## config.mk

```make
export PLATFORM = sky130hd
export DESIGN_NAME = rca_lsq_port
export DESIGN_NICKNAME = d
export VERILOG_FILES = /design/src/rtl/rca_lsq_port.sv
export SDC_FILE = /design/constraint.sdc
export NUM_CORES = 1
export LEC_CHECK = 0
export CORE_MARGIN = 5
export CORE_UTILIZATION = 48
export CTS_BUF_LIST = sky130_fd_sc_hd__clkbuf_16
export DETAILED_ROUTE_END_ITERATION = 8
export PLACE_DENSITY = 0.75
export SYNTH_ARGS = -nofsm -noshare
export SYNTH_HDL_FRONTEND = slang
export SYNTH_SLANG_ARGS = --single-unit
```

## constraint.sdc

```tcl
create_clock -name clk -period 3.8 [get_ports clk]
set_input_delay 0.76 -clock clk [delete_from_list [all_inputs] [get_ports clk]]
set_output_delay 0.76 -clock clk [all_outputs]
set_load 0.05 [all_outputs]
```

## src/rtl/rca_lsq_port.sv

```systemverilog
// rca_lsq_port: memory-side load/store responder for an RCA operation unit slot.
// Requests are queued in order and issued one at a time to a word-addressed memory port.
// Loads return an extended byte/half/word with a one-cycle load_complete pulse.
// Stores retire silently once the memory acknowledges them.
//
// Ports:
//   clk, rst                     clock, synchronous active-high reset
//   addr, data, fn3, load, store request fields from the OU (fn3: B/H/W/BU/HU)
//   new_request                  request valid
//   lsq_full                     queue holds DEPTH entries (registered count only)
//   load_data, load_complete     extended load result and its qualifying pulse
//   mem_addr, mem_be, mem_wdata  word address, byte enables, lane-replicated store data
//   mem_rnw, mem_request         1 = read, request held until mem_ack
//   mem_ack, mem_rdata, mem_rvalid  memory handshake and read return
module rca_lsq_port #(
    parameter int unsigned DEPTH = 4,
    parameter int unsigned XLEN  = 32  // lane logic assumes 32-bit words
) (
    input  logic            clk,
    input  logic            rst,
    input  logic [XLEN-1:0] addr,
    input  logic [XLEN-1:0] data,
    input  logic [2:0]      fn3,
    input  logic            load,
    input  logic            store,
    input  logic            new_request,
    output logic            lsq_full,
    output logic [XLEN-1:0] load_data,
    output logic            load_complete,
    output logic [XLEN-1:0] mem_addr,
    output logic [3:0]      mem_be,
    output logic [XLEN-1:0] mem_wdata,
    output logic            mem_rnw,
    output logic            mem_request,
    input  logic            mem_ack,
    input  logic [XLEN-1:0] mem_rdata,
    input  logic            mem_rvalid
);

    localparam int unsigned PW = $clog2(DEPTH);
    localparam int unsigned CW = PW + 1;

    typedef enum logic [1:0] {StIdle, StIssue, StWait} state_e;

    state_e state_q, state_d;

    logic [XLEN-1:0] q_addr [DEPTH];
    logic [XLEN-1:0] q_data [DEPTH];
    logic [2:0]      q_fn3  [DEPTH];
    logic            q_load [DEPTH];

    logic [PW-1:0] wr_ptr_q, rd_ptr_q;
    logic [CW-1:0] count_q;

    logic            push, pop;
    logic [XLEN-1:0] head_addr, head_data;
    logic [2:0]      head_fn3;
    logic            head_load;

    logic [7:0]      rd_byte;
    logic [15:0]     rd_half;
    logic [XLEN-1:0] rd_ext;
    logic            load_done;

    logic [XLEN-1:0] load_data_q;
    logic            load_complete_q;

    // The load/store flag is carried by 'load' alone.
    logic unused_store;
    assign unused_store = store;

    assign head_addr = q_addr[rd_ptr_q];
    assign head_data = q_data[rd_ptr_q];
    assign head_fn3  = q_fn3[rd_ptr_q];
    assign head_load = q_load[rd_ptr_q];

    assign lsq_full = (count_q == CW'(DEPTH));

    // A retiring entry frees its slot in the same cycle, so a push is taken even when full
    // if a pop happens alongside it; count and lsq_full then stay put.
    assign pop  = ((state_q == StIssue) && mem_ack && !head_load) ||
                  ((state_q == StWait) && mem_rvalid);
    assign push = new_request && (!lsq_full || pop);

    assign load_done = (state_q == StWait) && mem_rvalid;

    always_ff @(posedge clk) begin
        if (rst) begin
            wr_ptr_q <= '0;
            rd_ptr_q <= '0;
            count_q  <= '0;
            state_q  <= StIdle;
        end else begin
            state_q <= state_d;
            if (push) wr_ptr_q <= wr_ptr_q + 1'b1;
            if (pop)  rd_ptr_q <= rd_ptr_q + 1'b1;
            case ({push, pop})
                2'b10:   count_q <= count_q + 1'b1;
                2'b01:   count_q <= count_q - 1'b1;
                default: count_q <= count_q;
            endcase
        end
    end

    // Queue storage needs no reset: entries are only read below the registered count.
    always_ff @(posedge clk) begin
        if (push) begin
            q_addr[wr_ptr_q] <= addr;
            q_data[wr_ptr_q] <= data;
            q_fn3[wr_ptr_q]  <= fn3;
            q_load[wr_ptr_q] <= load;
        end
    end

    always_comb begin
        state_d     = state_q;
        mem_request = 1'b0;
        unique case (state_q)
            // A request arriving now is in the queue by the next cycle.
            StIdle: if ((count_q != '0) || new_request) state_d = StIssue;
            StIssue: begin
                mem_request = 1'b1;
                if (mem_ack) state_d = head_load ? StWait : StIdle;
            end
            StWait: if (mem_rvalid) state_d = StIdle;
            default: state_d = StIdle;
        endcase
    end

    always_comb begin
        mem_addr  = {head_addr[XLEN-1:2], 2'b00};
        mem_rnw   = head_load;
        mem_be    = 4'b1111;
        mem_wdata = head_data;
        if (!head_load) begin
            case (head_fn3[1:0])
                2'b00: begin
                    mem_be    = 4'b0001 << head_addr[1:0];
                    mem_wdata = {4{head_data[7:0]}};
                end
                2'b01: begin
                    mem_be    = 4'b0011 << {head_addr[1], 1'b0};
                    mem_wdata = {2{head_data[15:0]}};
                end
                default: begin
                    mem_be    = 4'b1111;
                    mem_wdata = head_data;
                end
            endcase
        end
    end

    always_comb begin
        rd_byte = mem_rdata[{head_addr[1:0], 3'b000} +: 8];
        rd_half = head_addr[1] ? mem_rdata[31:16] : mem_rdata[15:0];
        case (head_fn3)
            3'b000:  rd_ext = {{24{rd_byte[7]}}, rd_byte};
            3'b100:  rd_ext = {24'b0, rd_byte};
            3'b001:  rd_ext = {{16{rd_half[15]}}, rd_half};
            3'b101:  rd_ext = {16'b0, rd_half};
            default: rd_ext = mem_rdata;
        endcase
    end

    always_ff @(posedge clk) begin
        if (rst) begin
            load_data_q     <= '0;
            load_complete_q <= 1'b0;
        end else begin
            load_complete_q <= load_done;
            if (load_done) load_data_q <= rd_ext;
        end
    end

    assign load_data     = load_data_q;
    assign load_complete = load_complete_q;

endmodule

```

==> metrics, run 1 <==
Worst-Margin Slew=approximately 640 ps; vias in the first global route=7359; power share of the combinational group=roughly 20%; post-synthesis compound-gate area fraction=5.43%; Mean Syn Cell Area=roughly 18 um2; clock skew=~18 ps; largest net degree at the start of global routing=54; outcome=completed; hold_buf cts=0; Post-Place Cell Area=between 15000 and 20000 um2; setup TNS=0 ps; Final nets=1010; YS warnings=0; DRT Pass-1 Iters=5; sw power=2380 uW; fin crit share=roughly 92%; Sw Ratio=between 20% and 30%; gp weighted congestion=0.855; post-synth cell types=51; Synth Area in XOR/XNOR=less than 1%; Remaining Overflow, GRT=0; via-per-instance ratio=5.63; top cells by count, synth=272 x edfxtp_1, 68 x mux4_2, 44 x dfxtp_1, 44 x nor2_1, 36 x a21oi_1; max-slew violations=0; Routed Antenna Nets=0; Starting Density=48.3%; Seq. cell area=between 9000 and 10000 um2; post-synthesis adder-cell area fraction=0.561%; data required time at the worst endpoint=approximately 3000 ps; RSZ-0062 raised after global routing=no; cts repair resizes=0; Max IR drop VDD=333 uV; DPL Wire Length=around 18000 um; clock sinks=about 320; CP Data Arrival Time=approximately 2700 ps; Synth top area share=roughly 65%; first-pass GRT wire length=42800 um; Critical Path, Cell by Cell=mux4_2 -> nor2_2 -> buf_4 -> mux2_2 -> buf_4; cell accounting for the most synthesized area=edfxtp_1; Top FF cell, synth=edfxtp_1; Max Root-Sink Buffers=3; IO Pins=210; Seq/Total Area, Yosys=72.5%; Max Freq=about 0.29 GHz; critical path's most frequent cell=buf_4; Cells after Synth=around 680; EDFF count, synth=approximately 270; Slowest cell on crit path=mux4_2; share of layout cells above drive strength 1=between 20% and 30%; Skew-Pair Late Insertion Delay=between 500 and 600 ps; maximum fanout along the worst path=24; post-route minimum period=approximately 3500 ps; critical path endpoint category=output pin; final hold viol count=0; floorplan row count=59; Vias=around 7000; top cells by area, synth=edfxtp_1 65%, mux4_2 12%, dfxtp_1 7.1%, mux2i_1 1.8%, a21oi_1 1.4%; CTS H-tree depth=2; Min-Delay Path Class=flip-flop to flip-flop; P&R area growth vs syn=28.9%; area of the multi-input gates=3200 um2; WL/cell=approximately 22 um; crit path launch type=flip-flop; most numerous cell in the Yosys netlist=edfxtp_1; DRC viols=0; Crit path largest cell delay=slightly above 600 ps; largest family of logic cells by synthesized area=multiplexers; Simple-Gate Fraction of Synth Area=roughly 3.7%; core area=25800 um2; Fillers=1878; CP Class=flip-flop to output pin; CTS Root Cell=clkbuf_16; CTS buffer count=34; die area=slightly below 30000 um2; multiplexer share of the synthesized area=15.5%; Port Buffer Count=just over 200; TritonCTS clock tree=yes; Pleak=~0.0054 uW; max_cap viols=0; final setup vio count=0; die width=~170 um; Clock transition at path regs=roughly 60 ps; fin area=approximately 16000 um2; Initial DRC Count=approximately 500; Clock power frac=between 30% and 40%; Die Height=roughly 170 um; power per cell area=about 540 nW/um2; Hold Startpoint=count_q[2]$_SDFFE_PP0P_; Async SR Flop Fraction=0%; worst relative slew slack=about 57%; initial antenna violation count=3; GRT Overall Usage=about a fifth; drt total wl=around 28000 um; Power Internal=roughly 6400 uW; Synth Cell Area=about 12000 um2; Setup Buffers After CTS=0; sequential power share=between 40% and 50%; register bit count reported by yosys=~320
[path summary, 6_finish.rpt]
path | cells past startpoint | endpoint | slack (ps)
setup / recovery | 5 | mem_wdata[21] | 300
hold / removal | 2 | count_q[2]$_SDFFE_PP0P_ | 510
setup reg to reg | 5 | q_addr[2][1]$_DFFE_PP_ | 970
hold reg to reg | 2 | count_q[2]$_SDFFE_PP0P_ | 510
[kinds of logic after synthesis]
group	count (synthesis)
other	1
XOR/XNOR	4
flip-flops	316
AO/OA/AOI/OAI	102
multiplexers	106
AND/OR/NAND/NOR	93
buffers and inverters	49
adder cells (fa/ha/maj)	5
[critical path: cells and delay by family (launching register included)]
family	cells	cell delay, ps
buffers and inverters	2	550
and+or+nand+nor	1	260
muxes	2	1010
DFF	1	400
[state kept, by name, indices dropped and copies added (netlist names), 3 cells and up, named ones only]
signal / flops
q_fn3: 12
q_addr: 128
q_data: 128
load_data: 32
count_q: 3
q_load: 4
[cells in the final DEF (no fill, tap or decap), drive strengths merged, types with 2 or more instances in the layout]
master	netlist	routed
edfxtp	272	272
clkdlybuf4s50	0	178
mux4	68	68
buf	22	49
nor2	45	45
dfxtp	44	44
a21oi	36	36
clkbuf	19	35
mux2i	22	22
o21ai	17	17
clkinv	1	17
mux2	16	16
and3	16	16
o22ai	16	16
inv	7	15
a221oi	12	12
nand2	11	11
o31ai	5	5
and2	4	4
a22oi	4	4
ha	4	4
nor2b	3	3
o221a	3	3
a211oi	3	3
xnor2	3	3
nor3	3	3
and3b	2	2
nor3b	2	2
conb	1	2
or3b	2	2
[power groups by stage]
stage	sequential (uW)	combinational, uW	clock, uW
5_1_grt	4050	1830	3240
3_5_place_dp	4110	1740	0
4_1_cts	4030	1750	3090
6_report	4030	1730	3010
2_1_floorplan	4110	1060	0
3_3_place_gp	4090	1740	0
[routing by layer]
layer	global-route usage, %	routed length, um
met1	23.7	10600
met4	5.03	629
met5	0	25
met3	7.81	3230
met2	31.6	13700
[cell type report]
type | instances | share of cell area, %
tap | 335 | 2.60
clock buffer | 35 | 5.44
multi-input combinational | 312 | 19.9
clock inverter | 25 | 0.971
timing repair buffer | 227 | 14.7
sequential | 316 | 56.2
inverter | 8 | 0.186
antenna | 1 | 0.0155
[through the flow]
stage / worst slack (ps) / hold WS [ps] / power [uW] / std cells / util (%)
6_report: 303 / 506 / 8770 / 1259 / 62.3
2_1_floorplan: 459 / 457 / 5170 / 677 / -
5_1_grt: 160 / 531 / 9120 / 1258 / 62.3
4_1_cts: 276 / 506 / 8870 / 1258 / 62.3
3_3_place_gp: 658 / 487 / 5830 / 1198 / 58.3
3_5_place_dp: 662 / 493 / 5850 / 1198 / 58.3
Note: power is estimated with default switching activity, not from simulation.
==> run 2, diff against run 1 <==
CORE_UTILIZATION = 49   (was 48)
CTS_BUF_LIST = sky130_fd_sc_hd__clkbuf_8   (was sky130_fd_sc_hd__clkbuf_16)
PLACE_DENSITY = 0.87   (was 0.75)
==> run 2 against run 1 <==
Against the previous run:
- routed wire length grew 0.48%
- register-to-register slack lost 100 ps
- first-iteration DRC count grew 24%
- critical endpoint is now mem_wdata[17]
- largest cell class unchanged
==> metrics, run 2 (synthesized netlist as in run 1, its figures left out) <==
Remaining Overflow, GRT=0; flop2flop setup slack=around 870 ps; CTS H-tree depth=2; max-slew violations=0; Power Internal=about 6100 uW; max_cap viols=0; Post-Place Cell Area=15200 um2; largest net degree at the start of global routing=50; clock sinks=between 300 and 400; fin area=16200 um2; via-per-instance ratio=5.64; Vias=between 7000 and 8000; CTS Root Cell=clkbuf_8; vias in the first global route=between 7000 and 8000; floorplan row count=between 50 and 60; dpl cells=1196; die width=around 170 um; initial antenna violation count=2; Ant. Diodes=0; Pleak=0.00547 uW; Max Freq=around 0.29 GHz; TritonCTS clock tree=yes; clock skew=35.6 ps; CP Data Arrival Time=approximately 2700 ps; Skew-Pair Late Insertion Delay=about 550 ps; Initial DRC Count=roughly 620; sw power=2380 uW; crit path launch type=flip-flop; share of layout cells above drive strength 1=a little under a quarter; GRT Overall Usage=between 10% and 20%; RSZ-0062 raised after global routing=no; P&R area growth vs syn=29.6%; worst relative slew slack=roughly 54%; met2 track demand over resource=roughly a third; Clock transition at path regs=~60 ps; GR peak layer=met2; IO Pins=210; Starting Density=49.7%; Sw Ratio=between 20% and 30%; met3 Use GR=about 8.1%; Die Height=around 170 um; post-route minimum period=about 3500 ps; power per cell area=roughly 520 nW/um2; Worst-Margin Slew=approximately 690 ps; Clock power frac=between 30 and 40%; die area=28800 um2; met1 Usage GRT=between 20% and 30%; Final nets=between 1000 and 1500; setup TNS=0 ps; core area=about 25000 um2; outcome=completed; most frequent cells in the layout=272 x edfxtp_1, 178 x clkdlybuf4s50_1, 68 x mux4_2; first-pass GRT wire length=43500 um; utilization after layout=~64%; final setup vio count=0; DRC viols=0; Port Buffer Count=slightly above 200; Routed Antenna Nets=0; final hold viol count=0; Post-Layout Cell Count=about 1300; gp weighted congestion=0.868; hold_ws=486 ps; sequential power share=47.5%; Min-Delay Path Class=flip-flop to flip-flop; Max Root-Sink Buffers=3; WL/cell=between 20 and 25 um; DPL Wire Length=18900 um; data required time at the worst endpoint=between 3000 and 4000 ps; CP Class=flip-flop to output pin; fin crit share=92.0%; Max IR drop VDD=about 350 uV; critical path endpoint category=output pin; CTS buffer count=49; power share of the combinational group=21.4%; maximum fanout along the worst path=24; DRT Pass-1 Iters=5; commonest non-fill, non-tap cell in the layout=edfxtp_1; drt total wl=about 28000 um
==> run 2: worst max-delay path: stages, from the launching register on <==
cell	delay [ps]
dfxtp_4	440
mux4_2	630
nor2_2	310
buf_12	220
mux2_2	390
buf_12	160
==> run 2: area by class of cell <==
cell class,instances,area (um2)
Timing Repair Buffer,239,2570
Clock buffer,51,702
Sequential cell,316,9060
Tap cell,330,413
Inverter,8,30.0
Fill cell,1697,8930
Multi-Input combinational cell,312,3200
Clock inverter,35,214
==> run 2: power by group through the flow <==
stage	Sequential [uW]	Clock, uW	Combinational, uW
finish	4040	2640	1820
global route	4050	2890	1910
CTS	4040	2710	1820
detailed placement	4120	0	1810
global placement	4100	0	1790
floorplan	4110	0	1060
==> run 2: worst paths after layout <==
| path | startpoint | cells after the start | to |
|---|---|---|---|
| worst max register to register | flip-flop | 5 | q_data[2][7]$_DFFE_PP_ |
| worst min-delay path | count_q[2]$_SDFFE_PP0P_ | 2 | count_q[2]$_SDFFE_PP0P_ |
| worst max-delay path | flip-flop | 5 | mem_wdata[17] |
| worst min register to register | count_q[2]$_SDFFE_PP0P_ | 2 | count_q[2]$_SDFFE_PP0P_ |
==> run 2: per-stage QoR <==
step	worst slack (ps)	total power [uW]
6_report	304	8490
5_1_grt	191	8850
4_1_cts	60.8	8580
3_5_place_dp	560	5920
3_3_place_gp	584	5890
2_1_floorplan	459	5170
==> run 2: metal layers <==
layer | vias to the layer above | wire, um
li1 | 3248 | -
met1 | 3629 | 10600
met2 | 348 | 13900
met3 | 49 | 3280
met4 | 4 | 532
met5 | - | 25
==> run 2: repair_timing <==
item                       4_1_cts  5_1_grt
hold buffers                     0        0
gates resized for setup          0        1
pin swaps                        0        0
setup buffers                    4        5
setup endpoints to repair        2        6
==> run 3, diff against run 2 <==
CORE_ASPECT_RATIO = 1.2   (was not set)
SLEW_MARGIN = 30   (was not set)
==> run 3 against run 2 <==
Against the previous run:
- critical path depth stayed put
- worst hold slack worse by 4.6 ps
- count of clock-buffer cells in the layout stayed put
- non-clock buffer count is 2 lower
- global-route usage is 0.34 points higher
- final area is 0.24% lower
- via count is 0.16% higher
- critical path type unchanged
- critical endpoint is now mem_wdata[8]
==> metrics, run 3 (synthesized netlist as in run 1, its figures left out) <==
maximum fanout along the worst path=23; drt total wl=29200 um; power per cell area=between 500 and 600 nW/um2; floorplan row count=64; die width=about 160 um; gp weighted congestion=around 0.84; CTS Root Cell=clkbuf_8; share of layout cells above drive strength 1=~23%; Pleak=about 0.0055 uW; first-pass GRT wire length=between 40000 and 50000 um; Routed Antenna Nets=0; critical path endpoint category=output pin; worst relative slew slack=61.5%; utilization after layout=a little under two thirds; total power=about 8400 uW; Skew-Pair Late Insertion Delay=between 500 and 600 ps; largest net degree at the start of global routing=38; Max Freq=0.283 GHz; commonest non-fill, non-tap cell in the layout=edfxtp_1; Remaining Overflow, GRT=0; crit path launch type=flip-flop; cts repair resizes=0; most frequent cells in the layout=272 x edfxtp_1, 178 x clkdlybuf4s50_1, 68 x mux4_2; die area=between 20000 and 30000 um2; WL/cell=22.7 um; CP Data Arrival Time=between 2000 and 3000 ps; Min-Delay Path Class=flip-flop to flip-flop; Initial DRC Count=~550; FF-to-FF path depth=5; Max IR drop VDD=between 400 and 500 uV; final setup vio count=0; RSZ-0062 raised after global routing=no; fin area=between 15000 and 20000 um2; Worst-Margin Slew=576 ps; Starting Density=between 40% and 50%; max-slew violations=0; hold_ws=around 480 ps; initial antenna violation count=3; via-per-instance ratio=around 5.7; DRC viols=0; clock skew=27.4 ps; fin crit share=92.8%; clock sinks=316; final hold viol count=0; Port Buffer Count=slightly above 200; max_cap viols=0; post-route minimum period=between 3000 and 4000 ps; P&R area growth vs syn=29.3%; core area=25300 um2; DPL Wire Length=19400 um; Vias=between 7000 and 8000; outcome=completed; CTS buffer count=48; GRT Overall Usage=around 20%; Post-Place Cell Area=approximately 15000 um2; DRT Pass-1 Iters=5; Clock transition at path regs=roughly 60 ps; setup TNS=0 ps; Final nets=roughly 1000; TritonCTS clock tree=yes; Fillers=about 1800; Die Height=about 180 um; CTS H-tree depth=2; data required time at the worst endpoint=between 3000 and 4000 ps; Worst Hold Path Cells=2; Max Root-Sink Buffers=3; vias in the first global route=around 7400; Ant. Diodes=0; IO Pins=210; CP Class=flip-flop to output pin
==> run 3: path summary, 6_finish.rpt <==
check | from | end | slack [ps]
worst max-delay path | flip-flop | mem_wdata[8] | 270
worst min-delay path | count_q[2]$_SDFFE_PP0P_ | count_q[2]$_SDFFE_PP0P_ | 480
worst max register to register | flip-flop | q_addr[2][1]$_DFFE_PP_ | 850
worst min register to register | count_q[2]$_SDFFE_PP0P_ | count_q[2]$_SDFFE_PP0P_ | 480
==> run 3: timing repair <==
action | 4_1_cts | 5_1_grt
cloned | 1 | 0
setup buffers | 2 | 4
hold buffers | 0 | 0
endpoints found under the setup margin | 18 | 35
pin swaps | 0 | 0
==> run 3: metal layers <==
| metal | global-route usage [%] | share of wire [%] | vias up |
|---|---|---|---|
| li1 | - | - | 3248 |
| met1 | 25.1 | 38 | 3607 |
| met2 | 32.9 | 49 | 375 |
| met3 | 6.87 | 10 | 54 |
| met4 | 6.30 | 2.4 | 6 |
| met5 | 0 | 0.11 | - |
==> run 3: through the flow <==
stage	setup slack [ps]	instances
2_1_floorplan	459	677
3_3_place_gp	536	1197
3_5_place_dp	524	1197
4_1_cts	12.2	1286
5_1_grt	127	1290
6_report	272	1290
==> run 3: final cells by class <==
class                      count  area [um2]  share of cell area (%)
timing repair buffer         237        2540                    15.7
clock buffer                  51         702                    4.35
inverter                       8        30.0                   0.186
clock inverter                35         180                    1.12
multi-input combinational    313        3230                    20.0
tap                          330         413                    2.56
sequential                   316        9060                    56.1
==> run 3: where the power goes <==
part	internal, uW	total [uW]	switching, uW	leakage [uW]
Sequential	3980	4040	60.3	0.00285
Clock	1310	2560	1250	0.000501
Combinational	741	1830	1090	0.00210
Total	6030	8430	2400	0.00545
==> run 3: worst max-delay path, cell delays in order, from the launching register on <==
cell and delay [ps]:
dfxtp_4 590, mux4_2 630, nor3_2 200, buf_4 230, mux2_2 360, buf_4 200
==> edit 1 (settings of run 1) <==
Re-encode `state_e` (3 states) as one-hot, 3 bits wide.
--- a/src/rtl/rca_lsq_port.sv
+++ b/src/rtl/rca_lsq_port.sv
@@ -41,5 +41,5 @@
     localparam int unsigned CW = PW + 1;
 
-    typedef enum logic [1:0] {StIdle, StIssue, StWait} state_e;
+    typedef enum logic [2:0] {StIdle = 3'b001, StIssue = 3'b010, StWait = 3'b100} state_e;
 
     state_e state_q, state_d;
Formal check against the unedited RTL: no difference found for any inputs over 4 cycles, from zero or initial values and one cycle with rst high; so few cycles prove little.
==> edit 1 against run 1 <==
  * Sequential cell count rose by 1
  * Final area rose by 2.5%
  * Synthesized area rose by 1.4%
  * Die area rose by 1.3%
  * Total power fell by 4.8%
  * Worst setup slack got worse by 0.13 ns
  * Via count rose by 3.1%
  * Routed wire length rose by 0.43%
  * Critical path type unchanged
  * Largest cell class unchanged
==> edit 1: results (changes against run 1) <==
[clock_network]
htree_levels=2  ; unchanged
path_clk_slew_ns=0.06  ; about the same
cts_root_buf=clkbuf_16
clock_path_buffers=3  ; unchanged
cts_buffers=35  ; +2.9%
cts_setup_buffers=0  ; unchanged

[worst_setup_path]
critPathMaxStageDelay_ns=0.72  ; +0.10 ns
cp.arrival_ns=2.87  ; +0.13 ns

[synthesis]
seq_area_frac_synth_pct=71.6  ; -0.84 points
synth.top_cells.by_count=edfxtp_1, mux4_2, dfxtp_1, nand2_1, nor2_1
muxShareOfSynthArea_pct=15.8  ; +0.30 points
yosys-top-cells-area=edfxtp_1, mux4_2, dfxtp_1
synth_cell_type_count=52  ; +2.0%
async_reset_ff_share_pct=0  ; unchanged
ys.warnings.count=0  ; unchanged
synth_compound_area_share_pct=5.33  ; -0.10 points
synth_xor_area_share_pct=0.277  ; -0.0039 points
synthAdderAreaFrac_pct=0.553  ; -0.0078 points

[route]
wl_um=28300  ; +0.43%
vias=7309  ; +3.1%
drtIter0Drc=517  ; +2.8%
firstDrtPassIters=5  ; unchanged

[finish]
n_fill_cell=1866  ; -0.64%
diodes=0  ; -1
nNetsFinal=1039  ; +2.9%
drive_gt1_share_pct=21.1  ; +0.32 points

[global_routing]
grt_pass1_wl_um=42500  ; -0.66%
grt.total_usage_pct=18.9  ; -0.28 points
grt_start_max_net_pins=49  ; -9.3%
overflow=0  ; unchanged
antenna_found_initial=2  ; -1

[placed_design]
place_ws_ns=0.470  ; -0.192 ns
placed_cell_area_um2=15400  ; +2.4%
dp_hpwl_um=18900  ; +3.0%
routabilityCongestion=0.887  ; +3.7%

[power]
power_leakage_nw=5.45  ; +1.2%
vdd_ir_drop_max_uv=436  ; +31%

[timing]
clock_skew_ns=0.0156  ; -0.00267 ns
slew_headroom_pct=58.5  ; +1.1 points

[status]
status=finished clean

edit 1: cell types whose count changed after synthesis, sizes merged, moves of 6 or more:
cell,before,now
a211oi,3,10
a21oi,36,12
a221oi,12,18
a32oi,0,6
and3,16,2
nand2,11,40
nand3,1,9
o211ai,0,16
o21ai,17,8
o22ai,16,2
edit 1: final timing paths:
check,startpoint,end,slack (ns),depth (start not counted)
setup reg to reg,register,count_q[2]$_SDFFE_PP0P_,0.74,7
hold / removal,load_data[5]$_SDFFE_PP0P_,load_data[5]$_SDFFE_PP0P_,0.47,2
hold reg to reg,load_data[5]$_SDFFE_PP0P_,load_data[5]$_SDFFE_PP0P_,0.47,2
setup / recovery,register,mem_wdata[19],0.17,5
edit 1: where the power goes:
part | internal [mW] | switching [mW] | total, mW
registers | 3.96 | 0.0541 | 4.01
logic | 0.513 | 0.736 | 1.25
clock network | 1.84 | 1.25 | 3.09
total | 6.31 | 2.04 | 8.35
edit 1: cell families (layout without fill, tap and decap cells):
| logic type | Yosys count | in the layout |
|---|---|---|
| flops | 317 | 317 |
| simple gates | 123 | 123 |
| mux | 112 | 113 |
| compound gates | 88 | 88 |
| buf+inv | 49 | 295 |
| fa+ha+maj | 5 | 5 |
| xor+xnor | 4 | 4 |
| other cells | 1 | 2 |
edit 1: area by class of cell:
type,count,area (µm²),area share [%]
inverter,7,26.3,0.159
clock inverter,20,151,0.917
clock buffer,36,901,5.46
tap,335,419,2.54
timing repair buffer,232,2520,15.3
multi-input combinational,335,3420,20.7
sequential,317,9080,55.0
edit 1: what timing repair did:
action / CTS / global route
hold buffers: 0 / 0
cloned: 1 / 0
gates resized for setup: 0 / 2
setup endpoints to repair: 8 / 14
edit 1: critical path, delay by kind of cell (launching register included):
kind          cells  cell delay [ns]
buf+inv           2             0.44
simple gates      1             0.25
mux               2             1.12
flops             1             0.54
edit 1: per-layer routing:
layer,vias up,part of all wire (%),GRT usage (%),wire length [µm]
met5,-,0.095,0,27
met4,4,1.9,4.61,543
met3,50,11,7.00,3160
met2,289,48,30.7,13600
met1,3653,39,24.4,11000
li1,3313,-,-,-
edit 1: metrics by stage:
stage,std cells,util [%]
3_3_place_gp,1225,59.4
3_5_place_dp,1225,59.4
6_report,1282,63.5
5_1_grt,1282,63.5
2_1_floorplan,700,-
4_1_cts,1282,63.5
==> edit 2 (config.mk and constraints of run 1) <==
Made on the original files. `DEPTH`: 4 -> 8.
--- a/src/rtl/rca_lsq_port.sv
+++ b/src/rtl/rca_lsq_port.sv
@@ -14,5 +14,5 @@
 //   mem_ack, mem_rdata, mem_rvalid  memory handshake and read return
 module rca_lsq_port #(
-    parameter int unsigned DEPTH = 4,
+    parameter int unsigned DEPTH = 8,
     parameter int unsigned XLEN  = 32  // lane logic assumes 32-bit words
 ) (
Function: changed (a bounded check fails within 10 cycles, from zero or initial values and one cycle with rst high).
==> edit 2 against run 1 <==
  * Sequential cell count up 276
  * Count of clock-buffer cells in the layout up 22
  * Worst setup slack worse by 0.24 ns
  * Routed wire length up 85%
  * Clock power up 78%
  * Die area up 79%
  * Total power up 71%
  * Via count up 69%
  * Final area up 78%
  * Synthesized area up 85%
==> edit 2: results (changes against run 1) <==
[route]
vias_per_cell=5.84  ; +3.6%
drtIter0Drc=1090  ; +120%
routed-wl-met2_um=26500  ; +94%
wire_per_inst_um=25.4  ; +14%
vias=12000  ; +69%

[placed_design]
dp_hpwl_um=30700  ; +67%
routabilityCongestion=0.883  ; +3.3%
place_ws_ns=0.363  ; -0.299 ns

[finish]
drive_gt1_share_pct=27.3  ; +6.5 points
nNetsFinal=1501  ; +49%
n_fill_cell=3330  ; +77%

[status]
status=finished clean

[global_routing]
grt.total_usage_pct=19.6  ; +0.49 points
grt_pass1_wl_um=79000  ; +85%
first_global_vias=12600  ; +71%
antenna_found_initial=9  ; +6
grt_start_max_net_pins=69  ; +28%

[synthesis]
synth-edff-count=544  ; +100%
syn_inst=1143  ; +69%
synth_cell_type_count=52  ; +2.0%
yosysTopAreaCellShare_pct=70.7  ; +5.3 points
synth.top_cells.by_count=edfxtp_1, mux4_2, mux2i_1, nor2_1, dfxtp_1

[worst_setup_path]
r2r_end=q_addr[2][4]$_DFFE_PP_
critPathMaxStageDelay_ns=0.72  ; +0.10 ns
critPathSlowestCell=clkdlybuf4s50_1
rr_worst_depth=7  ; +2

[power]
power_leakage_nw=9.16  ; +70%
vdd_ir_drop_max_uv=407  ; +22%

[min_path]
hold_path_startpoint=load_data[4]$_SDFFE_PP0P_

[timing]
worst_pin_slew_ns=0.711  ; +0.0734 ns

==> edit 2: changes by cell type after synthesis, sizes merged, moves of 16 or more <==
cell    delta
mux4      +62
a211oi    +32
and3      -16
edfxtp   +272
mux2i     +40
mux2      +24
==> edit 2: final cells by class <==
cell class / instances / area share [%]
sequential: 592 / 60.5
multi-input combinational: 469 / 19.7
timing repair buffer: 261 / 10.8
clock buffer: 57 / 4.99
tap: 615 / 2.69
clock inverter: 45 / 1.21
inverter: 12 / 0.158
antenna: 3 / 0.0263
==> edit 2: how the worst max path moves through the flow <==
stage | start | to
after floorplan | register | q_addr[0][0]$_DFFE_PP_
after global placement | register | mem_wdata[25]
after detailed placement | register | q_addr[4][23]$_DFFE_PP_
after CTS | register | mem_addr[13]
after global routing | register | mem_wdata[12]
final | register | mem_wdata[1]
==> edit 2: timing repair <==
item,CTS,global route
endpoints found under the setup margin,43,33
resized for setup,24,12
buffers inserted,0,5
gates cloned,4,0
==> edit 2: per-stage QoR <==
step / hold WS (ns) / cell area (µm²)
after floorplan: 0.472 / 23200
after global placement: 0.482 / 26500
after detailed placement: 0.482 / 26500
after CTS: 0.490 / 28500
after global routing: 0.524 / 28600
final: 0.497 / 28600
==> edit 2: worst reg2reg max path: stages, from the launching register on <==
cell and delay [ns]:
dfxtp_4 0.45, mux2_4 0.32, mux4_2 0.61, o31a_1 0.49, a21bo_1 0.42, nand2b_4 0.27, nor3_4 0.25, buf_12 0.32
==> edit 2: power by group <==
part	internal, mW	total, mW	switching (mW)
clock	3.06	5.37	2.32
sequential	7.31	7.38	0.0671
combinational	0.968	2.26	1.29
==> edit 2: cell families after synthesis <==
| kind of cell | after synthesis | share of synthesized area (%) |
|---|---|---|
| compound gates | 114 | 3.36 |
| simple gates | 110 | 2.34 |
| mux | 232 | 17.3 |
| buf+inv | 83 | 1.63 |
| xor+xnor | 8 | 0.303 |
| fa+ha+maj | 3 | 0.162 |
| other cells | 1 | 0.0162 |
| flops | 592 | 74.8 |
==> edit 2: routing by layer <==
| metal | up-vias | GRT usage, % |
|---|---|---|
| li1 | 5203 | - |
| met1 | 6254 | 25.8 |
| met2 | 433 | 33.5 |
| met3 | 86 | 4.53 |
| met4 | 12 | 5.09 |
| met5 | - | 0 |
